File: config.mk
export PLATFORM = sky130hd
export DESIGN_NAME = shk_arbiter_flat
export DESIGN_NICKNAME = d
export VERILOG_FILES = /design/src/rtl/shk_arbiter_if.sv /design/src/rtl/shk_arbiter.sv /design/src/flat_wrapper.sv
export SDC_FILE = /design/constraint.sdc
export NUM_CORES = 1
export LEC_CHECK = 0
export CAP_MARGIN = 20
export CORE_ASPECT_RATIO = 1.75
export CORE_MARGIN = 4
export CORE_UTILIZATION = 35
export DETAILED_ROUTE_END_ITERATION = 7
export PLACE_DENSITY = 0.67
export SLEW_MARGIN = 15
export SYNTH_ARGS = -nofsm -noshare
export SYNTH_HDL_FRONTEND = slang
export SYNTH_SLANG_ARGS = --single-unit
File: constraint.sdc
create_clock -name i_sys_clk -period 5.4 [get_ports i_sys_clk]
set_input_delay 1.35 -clock i_sys_clk [delete_from_list [all_inputs] [get_ports i_sys_clk]]
set_output_delay 1.35 -clock i_sys_clk [all_outputs]
set_load 0.02 [all_outputs]
File: src/rtl/shk_arbiter_if.sv
// Shake bus bundle seen by the round-robin arbiter: the NUM_PORT requester
// side (s_*), the single downstream target side (m_*) and the error-info port.
// The "master" modport is the arbiter's view (it masters the downstream bus);
// the "slave" modport is the view of the surrounding requesters and target.
interface shk_arbiter_if #(
    parameter int NUM_PORT    = 4,
    parameter int WD_SHK_SYNC = 16,
    parameter int WD_SHK_DLAY = 15,
    parameter int WD_ERR_INFO = 4
);
    logic [NUM_PORT-1:0]             s_shk_arb_wvalid;
    logic [NUM_PORT*WD_SHK_SYNC-1:0] s_shk_arb_smosi;
    logic [NUM_PORT*WD_SHK_DLAY-1:0] s_shk_arb_dmosi;
    logic [NUM_PORT-1:0]             s_shk_arb_wready;
    logic [NUM_PORT*WD_SHK_SYNC-1:0] s_shk_arb_smiso;
    logic [NUM_PORT*WD_SHK_DLAY-1:0] s_shk_arb_dmiso;

    logic                            m_shk_arb_wvalid;
    logic [WD_SHK_SYNC-1:0]          m_shk_arb_smosi;
    logic [WD_SHK_DLAY-1:0]          m_shk_arb_dmosi;
    logic                            m_shk_arb_wready;
    logic [WD_SHK_SYNC-1:0]          m_shk_arb_smiso;
    logic [WD_SHK_DLAY-1:0]          m_shk_arb_dmiso;

    logic [WD_ERR_INFO-1:0]          m_err_arb_info1;

    modport master (
        input  s_shk_arb_wvalid, s_shk_arb_smosi, s_shk_arb_dmosi,
        output s_shk_arb_wready, s_shk_arb_smiso, s_shk_arb_dmiso,
        output m_shk_arb_wvalid, m_shk_arb_smosi, m_shk_arb_dmosi,
        input  m_shk_arb_wready, m_shk_arb_smiso, m_shk_arb_dmiso,
        output m_err_arb_info1
    );

    modport slave (
        output s_shk_arb_wvalid, s_shk_arb_smosi, s_shk_arb_dmosi,
        input  s_shk_arb_wready, s_shk_arb_smiso, s_shk_arb_dmiso,
        input  m_shk_arb_wvalid, m_shk_arb_smosi, m_shk_arb_dmosi,
        output m_shk_arb_wready, m_shk_arb_smiso, m_shk_arb_dmiso,
        input  m_err_arb_info1
    );
endinterface

File: src/rtl/shk_arbiter.sv
// Round-robin arbiter sharing one shake master port between NUM_PORT
// requesters, with a per-transaction timeout that frees a hung target.
//
// state  | meaning
// -------+--------------------------------------------------------------
// IDLE   | no transaction; pick next requester from rr_ptr upward
// ISSUE  | m_wvalid high, waiting for m_wready or timeout
// RESP   | one-cycle s_wready to the granted port, advance rr_ptr
module shk_arbiter #(
    parameter int WD_SHK_SYNC = 16,
    parameter int WD_SHK_DLAY = 15,
    parameter int WD_ERR_INFO = 4,
    parameter int NUM_PORT    = 4,
    parameter int TIMEOUT     = 1023
) (
    input logic           i_sys_clk,
    input logic           i_sys_resetn,
    shk_arbiter_if.master shk_bus
);
    localparam int IW = $clog2(NUM_PORT);
    localparam int EW = WD_ERR_INFO - 2;
    localparam int CW = (TIMEOUT < 2) ? 1 : $clog2(TIMEOUT);
    // Counter value during the last cycle m_wvalid may stay high.
    localparam logic [CW-1:0] CNT_LAST = (TIMEOUT == 0) ? '0 : CW'(TIMEOUT - 1);

    typedef enum logic [1:0] {
        ST_IDLE  = 2'd0,
        ST_ISSUE = 2'd1,
        ST_RESP  = 2'd2
    } state_t;

    state_t                          state_q, state_d;
    logic [IW-1:0]                   grant_q, grant_d;
    logic [IW-1:0]                   rr_ptr_q, rr_ptr_d;
    logic [CW-1:0]                   cnt_q, cnt_d;
    logic [WD_SHK_SYNC-1:0]          m_smosi_q, m_smosi_d;
    logic [WD_SHK_DLAY-1:0]          m_dmosi_q, m_dmosi_d;
    logic [NUM_PORT*WD_SHK_SYNC-1:0] s_smiso_q, s_smiso_d;
    logic [NUM_PORT*WD_SHK_DLAY-1:0] s_dmiso_q, s_dmiso_d;
    logic                            err_pulse_q, err_pulse_d;
    logic                            err_sticky_q, err_sticky_d;
    logic [EW-1:0]                   err_idx_q, err_idx_d;

    logic                            pick_vld;
    logic [IW-1:0]                   pick_idx;
    logic [IW-1:0]                   scan_idx;
    logic                            timeout_hit;
    logic                            m_wvalid_c;
    logic [NUM_PORT-1:0]             s_wready_c;

    assign timeout_hit = (TIMEOUT != 0) && (cnt_q == CNT_LAST);

    // Round-robin search: first requesting port at or above rr_ptr, with wrap.
    always_comb begin
        pick_vld = 1'b0;
        pick_idx = '0;
        scan_idx = '0;
        for (int k = 0; k < NUM_PORT; k++) begin
            scan_idx = IW'((int'(rr_ptr_q) + k) % NUM_PORT);
            if (!pick_vld && shk_bus.s_shk_arb_wvalid[scan_idx]) begin
                pick_vld = 1'b1;
                pick_idx = scan_idx;
            end
        end
    end

    // State and datapath registers, synchronous active-low reset.
    always_ff @(posedge i_sys_clk) begin
        if (!i_sys_resetn) begin
            state_q      <= ST_IDLE;
            grant_q      <= '0;
            rr_ptr_q     <= '0;
            cnt_q        <= '0;
            m_smosi_q    <= '0;
            m_dmosi_q    <= '0;
            s_smiso_q    <= '0;
            s_dmiso_q    <= '0;
            err_pulse_q  <= 1'b0;
            err_sticky_q <= 1'b0;
            err_idx_q    <= '0;
        end else begin
            state_q      <= state_d;
            grant_q      <= grant_d;
            rr_ptr_q     <= rr_ptr_d;
            cnt_q        <= cnt_d;
            m_smosi_q    <= m_smosi_d;
            m_dmosi_q    <= m_dmosi_d;
            s_smiso_q    <= s_smiso_d;
            s_dmiso_q    <= s_dmiso_d;
            err_pulse_q  <= err_pulse_d;
            err_sticky_q <= err_sticky_d;
            err_idx_q    <= err_idx_d;
        end
    end

    // Next-state logic; m_wready wins over a coincident timeout.
    always_comb begin
        state_d = state_q;
        case (state_q)
            ST_IDLE:  if (pick_vld) state_d = ST_ISSUE;
            ST_ISSUE: if (shk_bus.m_shk_arb_wready || timeout_hit) state_d = ST_RESP;
            ST_RESP:  state_d = ST_IDLE;
            default:  state_d = ST_IDLE;
        endcase
    end

    // Datapath next values: grant latch, response capture, timeout reporting.
    always_comb begin
        grant_d      = grant_q;
        rr_ptr_d     = rr_ptr_q;
        cnt_d        = cnt_q;
        m_smosi_d    = m_smosi_q;
        m_dmosi_d    = m_dmosi_q;
        s_smiso_d    = s_smiso_q;
        s_dmiso_d    = s_dmiso_q;
        err_pulse_d  = 1'b0;
        err_sticky_d = err_sticky_q;
        err_idx_d    = err_idx_q;
        case (state_q)
            ST_IDLE: begin
                if (pick_vld) begin
                    grant_d   = pick_idx;
                    m_smosi_d = shk_bus.s_shk_arb_smosi[pick_idx*WD_SHK_SYNC +: WD_SHK_SYNC];
                    m_dmosi_d = shk_bus.s_shk_arb_dmosi[pick_idx*WD_SHK_DLAY +: WD_SHK_DLAY];
                    cnt_d     = '0;
                end
            end
            ST_ISSUE: begin
                cnt_d = cnt_q + CW'(1);
                if (shk_bus.m_shk_arb_wready) begin
                    s_smiso_d[grant_q*WD_SHK_SYNC +: WD_SHK_SYNC] = shk_bus.m_shk_arb_smiso;
                    s_dmiso_d[grant_q*WD_SHK_DLAY +: WD_SHK_DLAY] = shk_bus.m_shk_arb_dmiso;
                end else if (timeout_hit) begin
                    s_smiso_d[grant_q*WD_SHK_SYNC +: WD_SHK_SYNC] = '0;
                    s_dmiso_d[grant_q*WD_SHK_DLAY +: WD_SHK_DLAY] = '0;
                    err_pulse_d  = 1'b1;
                    err_sticky_d = 1'b1;
                    err_idx_d    = EW'(grant_q);
                end
            end
            ST_RESP: begin
                rr_ptr_d = (grant_q == IW'(NUM_PORT - 1)) ? '0 : grant_q + IW'(1);
            end
            default: ;
        endcase
    end

    // Handshake outputs decoded from the current state.
    always_comb begin
        m_wvalid_c = (state_q == ST_ISSUE);
        s_wready_c = '0;
        if (state_q == ST_RESP) s_wready_c[grant_q] = 1'b1;
    end

    assign shk_bus.m_shk_arb_wvalid = m_wvalid_c;
    assign shk_bus.m_shk_arb_smosi  = m_smosi_q;
    assign shk_bus.m_shk_arb_dmosi  = m_dmosi_q;
    assign shk_bus.s_shk_arb_wready = s_wready_c;
    assign shk_bus.s_shk_arb_smiso  = s_smiso_q;
    assign shk_bus.s_shk_arb_dmiso  = s_dmiso_q;
    assign shk_bus.m_err_arb_info1  = {err_idx_q, err_sticky_q, err_pulse_q};
endmodule
File: src/flat_wrapper.sv
// flat-port wrapper written by rule: the top's interface ports become plain ports
module shk_arbiter_flat 
#(
    parameter int WD_SHK_SYNC = 16,
    parameter int WD_SHK_DLAY = 15,
    parameter int WD_ERR_INFO = 4,
    parameter int NUM_PORT    = 4,
    parameter int TIMEOUT     = 1023
)
  (i_sys_clk, i_sys_resetn, shk_bus_s_shk_arb_wvalid, shk_bus_s_shk_arb_smosi, shk_bus_s_shk_arb_dmosi, shk_bus_s_shk_arb_wready, shk_bus_s_shk_arb_smiso, shk_bus_s_shk_arb_dmiso, shk_bus_m_shk_arb_wvalid, shk_bus_m_shk_arb_smosi, shk_bus_m_shk_arb_dmosi, shk_bus_m_shk_arb_wready, shk_bus_m_shk_arb_smiso, shk_bus_m_shk_arb_dmiso, shk_bus_m_err_arb_info1);
  shk_arbiter_if #(.NUM_PORT(NUM_PORT), .WD_SHK_SYNC(WD_SHK_SYNC), .WD_SHK_DLAY(WD_SHK_DLAY), .WD_ERR_INFO(WD_ERR_INFO)) shk_bus_i ();
  input logic i_sys_clk;
  input logic i_sys_resetn;
  input wire logic [$bits(shk_bus_i.s_shk_arb_wvalid)-1:0] shk_bus_s_shk_arb_wvalid;
  input wire logic [$bits(shk_bus_i.s_shk_arb_smosi)-1:0] shk_bus_s_shk_arb_smosi;
  input wire logic [$bits(shk_bus_i.s_shk_arb_dmosi)-1:0] shk_bus_s_shk_arb_dmosi;
  output wire logic [$bits(shk_bus_i.s_shk_arb_wready)-1:0] shk_bus_s_shk_arb_wready;
  output wire logic [$bits(shk_bus_i.s_shk_arb_smiso)-1:0] shk_bus_s_shk_arb_smiso;
  output wire logic [$bits(shk_bus_i.s_shk_arb_dmiso)-1:0] shk_bus_s_shk_arb_dmiso;
  output wire logic [$bits(shk_bus_i.m_shk_arb_wvalid)-1:0] shk_bus_m_shk_arb_wvalid;
  output wire logic [$bits(shk_bus_i.m_shk_arb_smosi)-1:0] shk_bus_m_shk_arb_smosi;
  output wire logic [$bits(shk_bus_i.m_shk_arb_dmosi)-1:0] shk_bus_m_shk_arb_dmosi;
  input wire logic [$bits(shk_bus_i.m_shk_arb_wready)-1:0] shk_bus_m_shk_arb_wready;
  input wire logic [$bits(shk_bus_i.m_shk_arb_smiso)-1:0] shk_bus_m_shk_arb_smiso;
  input wire logic [$bits(shk_bus_i.m_shk_arb_dmiso)-1:0] shk_bus_m_shk_arb_dmiso;
  output wire logic [$bits(shk_bus_i.m_err_arb_info1)-1:0] shk_bus_m_err_arb_info1;
  assign shk_bus_i.s_shk_arb_wvalid = shk_bus_s_shk_arb_wvalid;
  assign shk_bus_i.s_shk_arb_smosi = shk_bus_s_shk_arb_smosi;
  assign shk_bus_i.s_shk_arb_dmosi = shk_bus_s_shk_arb_dmosi;
  assign shk_bus_s_shk_arb_wready = shk_bus_i.s_shk_arb_wready;
  assign shk_bus_s_shk_arb_smiso = shk_bus_i.s_shk_arb_smiso;
  assign shk_bus_s_shk_arb_dmiso = shk_bus_i.s_shk_arb_dmiso;
  assign shk_bus_m_shk_arb_wvalid = shk_bus_i.m_shk_arb_wvalid;
  assign shk_bus_m_shk_arb_smosi = shk_bus_i.m_shk_arb_smosi;
  assign shk_bus_m_shk_arb_dmosi = shk_bus_i.m_shk_arb_dmosi;
  assign shk_bus_i.m_shk_arb_wready = shk_bus_m_shk_arb_wready;
  assign shk_bus_i.m_shk_arb_smiso = shk_bus_m_shk_arb_smiso;
  assign shk_bus_i.m_shk_arb_dmiso = shk_bus_m_shk_arb_dmiso;
  assign shk_bus_m_err_arb_info1 = shk_bus_i.m_err_arb_info1;
  shk_arbiter #(.WD_SHK_SYNC(WD_SHK_SYNC), .WD_SHK_DLAY(WD_SHK_DLAY), .WD_ERR_INFO(WD_ERR_INFO), .NUM_PORT(NUM_PORT), .TIMEOUT(TIMEOUT)) u_core (.i_sys_clk(i_sys_clk), .i_sys_resetn(i_sys_resetn), .shk_bus(shk_bus_i));
endmodule
# After elaboration in Yosys (flattened, before gate mapping)
# Index checks and enable logic that the tools add are counted.
[op_classes]
n_bitwise = 3
shift = 8
n_mux = 34
magnitude_cmp = 6
n_reduce_logical = 17
eq_ne = 6
n_addsub = 7
mul = 2
[ops]
columns = ["op", "n"]
rows = [
  ["64-bit bitwise mux", 2],
  ["64-bit two-way mux", 2],
  ["60-bit bitwise mux", 2],
  ["60-bit two-way mux", 2],
  ["6-bit negation with 34-bit output", 2],
  ["16-bit by 34-bit variable shift with 64-bit output, first input constant", 1],
  ["16-bit by 34-bit variable part select with 64-bit output", 1],
  ["16-bit by 34-bit variable part select with 64-bit output, first input constant", 1],
  ["64-bit by 7-bit variable part select with 16-bit output", 1],
  ["15-bit by 34-bit variable shift with 60-bit output, first input constant", 1],
  ["15-bit by 34-bit variable part select with 60-bit output", 1],
  ["15-bit by 34-bit variable part select with 60-bit output, first input constant", 1],
  ["60-bit by 7-bit variable part select with 15-bit output", 1],
  ["10-bit one-hot mux with 2 select lines", 1],
  ["2-bit by 3-bit < comparator with 1-bit output, second input constant", 5],
  ["2-bit two-way mux", 7],
  ["2-bit by 4-bit multiplier with 6-bit output, second input constant", 2],
  ["10-bit by 1-bit adder with 10-bit output, second input constant", 1],
  ["10-bit equality test, second input constant", 1],
  ["1-bit two-way mux", 10],
  ["10-bit two-way mux", 1],
  ["1-bit binary-select mux with 2-bit select", 4],
  ["2-bit AND reduction", 4],
  ["2-bit by 1-bit adder with 2-bit output, second input constant", 2],
  ["other kinds (16)", 27],
]
[word_totals]
out_inout_bits = 164
ff_bits = 175
in_bits = 162
wordCells = 94

# Depth between registers and ports, before layout
[depth]
ltp_word = 14
ltp_mapped = 9
depth_no_buf = 7

# Least setup slack after synthesis
# No wires, ideal clock.
[synth_path]
path_type = "input to register"
startpoint = "in i_sys_resetn"
endpoint = "reg u_core.m_dmosi_q[13] (netlist: u_core.shk_bus.m_shk_arb_dmosi[13])"
t_arrival_ns = 2.618
setup_ns = 0.079
stages = 6
required_ns = 5.321
setup_slack_ns = 2.703
cell_sequence = "clkbuf_1 inv_1 or4_4 buf_6 buf_6 o221ai_2"
[synth_lines]
columns = ["element", "line_no", "text"]
rows = [
  ["from (decl)", "flat_wrapper.sv:13", "input logic i_sys_resetn;"],
  ["to (signal assigned)", "shk_arbiter.sv:87", "m_dmosi_q <= m_dmosi_d;"],
  ["to (decl)", "shk_arbiter.sv:37", "logic [WD_SHK_DLAY-1:0] m_dmosi_q, m_dmosi_d;"],
]

# Worst setup path after layout
[layout_path]
startpoint = "reg u_core.grant_q[0]"
endpoint = "out shk_bus_s_shk_arb_wready[0]"
[layout_via]
elab_chain_cells = 5
[layout_rtl]
columns = ["element", "line_no", "text"]
rows = [
  ["from (decl)", "shk_arbiter.sv:33", "logic [IW-1:0] grant_q, grant_d;"],
  ["from (signal assigned)", "shk_arbiter.sv:83", "grant_q <= grant_d;"],
  ["2-bit by 3-bit < comparator with 1-bit output (not written as such) or 2-bit by 1-bit >= comparator with 1-bit output (tied branches)", "shk_arbiter.sv:152", "if (state_q == ST_RESP) s_wready_c[grant_q] = 1'b1;"],
  ["1-bit logical AND (not written as such)", "shk_arbiter.sv:152", ""],
  ["1-bit two-way mux (not written as such)", "shk_arbiter.sv:152", ""],
  ["1-bit demux with 2-bit select (*)", "-", ""],
  ["4-bit two-way mux (*)", "shk_arbiter.sv:152", ""],
  ["to (decl)", "flat_wrapper.sv:17", "output wire logic [$bits(shk_bus_i.s_shk_arb_wready)-1:0] shk_bus_s_shk_arb_wready;"],
]
# Every way passes the cells marked *; elsewhere a longest branch is shown, timed or not.

==> impl_metrics.py <==
metrics = {
    "sta": {
        "timing_max_transition_violations_final": 0,
        "slew-limit-headroom_pct": 23.9,
        "achievable-frequency_mhz": 267,
        "setup_tns_ns": 0,
        "final_min_period_over_clock_period_pct": 69.2,
        "finalHoldWorstSlack_ns": 0.451,
        "clock_skew_ns": 0.00635,
        "setup_viol": 0,
        "max_slew.worst_pin.slew_ns": 1.14,
        "rsz0062_at_grt": "no",
        "fin_crit_ns": 3.74,
        "hold_viol_final": 0,
    },
    "floorplanning": {
        "num_rows": 74,
        "die-area_mm2": 0.0262,
        "die_height_um": 211,
        "ios": 326,
        "die_w_um": 124,
        "coreArea_mm2": 0.0233,
        "initial_utilization_pct": 35.4,
    },
    "job": {
        "max_cap_violations": 0,
    },
    "run_status": {
        "outcome": "finished clean",
    },
    "clock_tree": {
        "htreeDepth": 4,
        "tritoncts_buffer_count": 17,
        "clkSlewWorstSetupHoldPaths_ns": 0.07,
        "cts_hold_buf": 0,
        "clock-root-buffer": "sky130_fd_sc_hd__clkbuf_16",
        "cts-root-to-sink-buffers": 2,
        "post_cts.resized_instances": 0,
        "post_cts_buffers": 0,
        "clock_insertion_delay_at_the_later_pin_of_the_skew_report_ns": 0.44,
        "tritoncts": "built",
        "clock_sink_count": 175,
    },
    "logic_synthesis": {
        "synth_cell_types": 40,
        "synth.area.mux_share_pct": 23.2,
        "synth.top_cell.area_share_pct": 42.4,
        "avgSynthCellArea_um2": 9.41,
        "netlist_instances": 877,
        "post_synth_xor_area_fraction_pct": 0,
        "combinational_family_with_the_most_area_after_synthesis": "multiplexers",
        "synth_top_area_cell": "sky130_fd_sc_hd__dfxtp_1",
        "synth_fp_nets": 1049,
        "mappedNetlistArea_mm2": 0.00826,
        "synth.yosys.seq_area_share_pct": 42.4,
        "synth-compound-area-share_pct": 8.21,
        "synth_adder_area_share_pct": 1.52,
        "post_synth_and_or_nand_nor_area_fraction_pct": 19.5,
        "synth.top_cells.by_area": "sky130_fd_sc_hd__dfxtp_1, sky130_fd_sc_hd__mux2i_1, sky130_fd_sc_hd__nand3_1, sky130_fd_sc_hd__nand2_1, sky130_fd_sc_hd__o221ai_2",
        "synth_warnings": 0,
        "number_of_register_bits_inferred_by_synthesis": 175,
    },
    "grt": {
        "first_pass_grt_wire_length_mm": 42.1,
        "grt_max_degree": 108,
        "globalRouteOverflowTotal": 0,
        "grt_total_usage_pct": 20.9,
        "first_global_vias": 7323,
        "grt_antenna_before_repair": 0,
    },
    "setup_path": {
        "critPathArrivalTime_ns": 2.39,
        "crit_required_ns": 4.05,
        "critical_path.startpoint_type": "flip-flop",
        "timing.setup.critical_path_class": "reg2out",
        "critical_path.reg2reg.startpoint": "u_core.grant_q[0]",
        "worst_setup_path_end_kind": "primary output",
        "startpoint": "u_core.grant_q[0]",
        "crit_fanout": 12,
    },
    "final_layout": {
        "mostFrequentLayoutCells": "sky130_fd_sc_hd__clkdlybuf4s50_1, sky130_fd_sc_hd__mux2i_1, sky130_fd_sc_hd__dfxtp_1",
        "n_fill_cell": 2177,
        "fin_nets": 1325,
        "diodes": 0,
        "finalCoreUtilization_pct": 52.4,
        "layout-area-overhead-vs-synth_pct": 48.2,
        "most_common_cell_after_layout_fill_and_taps_aside": "sky130_fd_sc_hd__clkdlybuf4s50_1",
        "layout_cells_sized_above_1_pct": 7.30,
        "final_cell_area_mm2": 0.0122,
    },
    "routing": {
        "route.layer.met1.wl_mm": 10.2,
        "drt_first_iter_violations": 330,
        "route.detailed.drc": 0,
        "drt_first_pass_iters": 5,
        "drtAntennaViolNets": 0,
        "routed_wirelength_mm": 28.3,
        "dr_total_vias": 7453,
        "met2RoutedLength_mm": 14.4,
        "drt-wirelength-per-cell_um": 19.3,
        "met3WireLength_mm": 2.71,
        "top_signal_layer_used": "met4",
        "post_drt_via_cell_ratio": 5.08,
    },
    "power": {
        "power.density_mw_per_mm2": 259,
        "power_mw": 3.17,
        "total_leakage_power_nw": 4.01,
        "ir_drop_mv": 0.290,
    },
    "placement": {
        "postPlaceCellArea_mm2": 0.0116,
        "gpl.final_weighted_congestion": 0.777,
        "dp_hpwl_mm": 20.6,
        "port_buffers": 325,
    },
    "worst_hold_path": {
        "hold_path_origin": "u_core.shk_bus.s_shk_arb_dmiso[56]",
        "min-delay-path-class": "reg2reg",
    },
}
stage by stage:
stage	worst slack (ns)	cells
after CTS	1.62	1468
after floorplan	2.70	877
final	1.66	1468
after global placement	1.78	1437
after detailed placement	1.76	1438
after global routing	1.52	1468
power by group:
part,switching (mW),internal (mW),total (mW)
sequential,0.0287,1.33,1.36
clock,0.535,0.747,1.28
combinational,0.270,0.262,0.532
logic make-up (layout without fill, tap and decap cells):
kind of cell | after synthesis | count (layout)
compound gates | 66 | 66
fa+ha+maj | 10 | 10
buf+inv | 85 | 372
flops | 175 | 175
mux | 191 | 191
simple gates | 350 | 350
layout make-up:
cell class,count,area (um2),area share [%]
Inverter,7,26.3,0.215
Sequential cell,175,3500,28.6
Clock buffer,20,457,3.73
Tap cell,304,380,3.11
Multi-Input combinational cell,617,4390,35.9
Timing Repair Buffer,335,3340,27.3
Clock inverter,10,138,1.12
per-layer routing:
layer  track usage [%]  vias to the layer above
li1                  -                     3624
met1              21.6                     3494
met2              37.6                      287
met3              7.18                       48
met4              9.30                        0
met5                 0                        -
worst paths after layout:
kind | end | slack [ns] | depth (start not counted)
setup / recovery | shk_bus_s_shk_arb_wready[0] | 1.66 | 4
hold / removal | u_core.shk_bus.s_shk_arb_dmiso[56] | 0.45 | 2
setup reg to reg | u_core.shk_bus.s_shk_arb_dmiso[20] | 2.82 | 5
hold reg to reg | u_core.shk_bus.s_shk_arb_dmiso[56] | 0.45 | 2
state kept, by name (all words and copies together) (netlist names), 10 cells and up:
name	count
u_core.cnt_q	10
u_core.shk_bus.m_shk_arb_dmosi	15
u_core.shk_bus.s_shk_arb_smiso	64
u_core.shk_bus.m_shk_arb_smosi	16
u_core.shk_bus.s_shk_arb_dmiso	60
critical path, stage by stage, from the launching register on:
cell and delay [ns]:
sky130_fd_sc_hd__dfxtp_1 0.67, sky130_fd_sc_hd__inv_1 0.28, sky130_fd_sc_hd__ha_1 0.28, sky130_fd_sc_hd__and2_1 0.14, sky130_fd_sc_hd__clkdlybuf4s50_1 0.57
Yosys cell counts:
master                      instances
sky130_fd_sc_hd__mux2i_1          191
sky130_fd_sc_hd__dfxtp_1          175
sky130_fd_sc_hd__nand2_1          165
sky130_fd_sc_hd__nand3_1          127
sky130_fd_sc_hd__clkbuf_1          47
sky130_fd_sc_hd__o221ai_2          30
sky130_fd_sc_hd__buf_4             17
sky130_fd_sc_hd__nor2_1            17
sky130_fd_sc_hd__and2_1            11
sky130_fd_sc_hd__o21ai_0           11
sky130_fd_sc_hd__ha_1              10
sky130_fd_sc_hd__nor2b_1           10
sky130_fd_sc_hd__a21oi_1            9
sky130_fd_sc_hd__buf_2              8
sky130_fd_sc_hd__inv_1              6
sky130_fd_sc_hd__a21boi_0           4
sky130_fd_sc_hd__a31oi_1            4
sky130_fd_sc_hd__buf_6              4
sky130_fd_sc_hd__and4_1             3
sky130_fd_sc_hd__nand4_1            3
sky130_fd_sc_hd__and3_1             2
sky130_fd_sc_hd__nand2b_1           2
sky130_fd_sc_hd__nor3_2             2
sky130_fd_sc_hd__nor3b_1            2
sky130_fd_sc_hd__or4_4              2
sky130_fd_sc_hd__a211o_1            1
sky130_fd_sc_hd__a2bb2oi_1          1
sky130_fd_sc_hd__a311oi_1           1
sky130_fd_sc_hd__buf_1              1
sky130_fd_sc_hd__clkbuf_2           1
sky130_fd_sc_hd__clkinv_1           1
sky130_fd_sc_hd__nand3b_1           1
sky130_fd_sc_hd__nor3_1             1
sky130_fd_sc_hd__nor4_2             1
sky130_fd_sc_hd__nor4bb_1           1
sky130_fd_sc_hd__o211a_1            1
sky130_fd_sc_hd__o211ai_2           1
sky130_fd_sc_hd__o21a_1             1
sky130_fd_sc_hd__o21bai_1           1
sky130_fd_sc_hd__o221ai_1           1
Note: power is estimated with default switching activity, not from simulation.
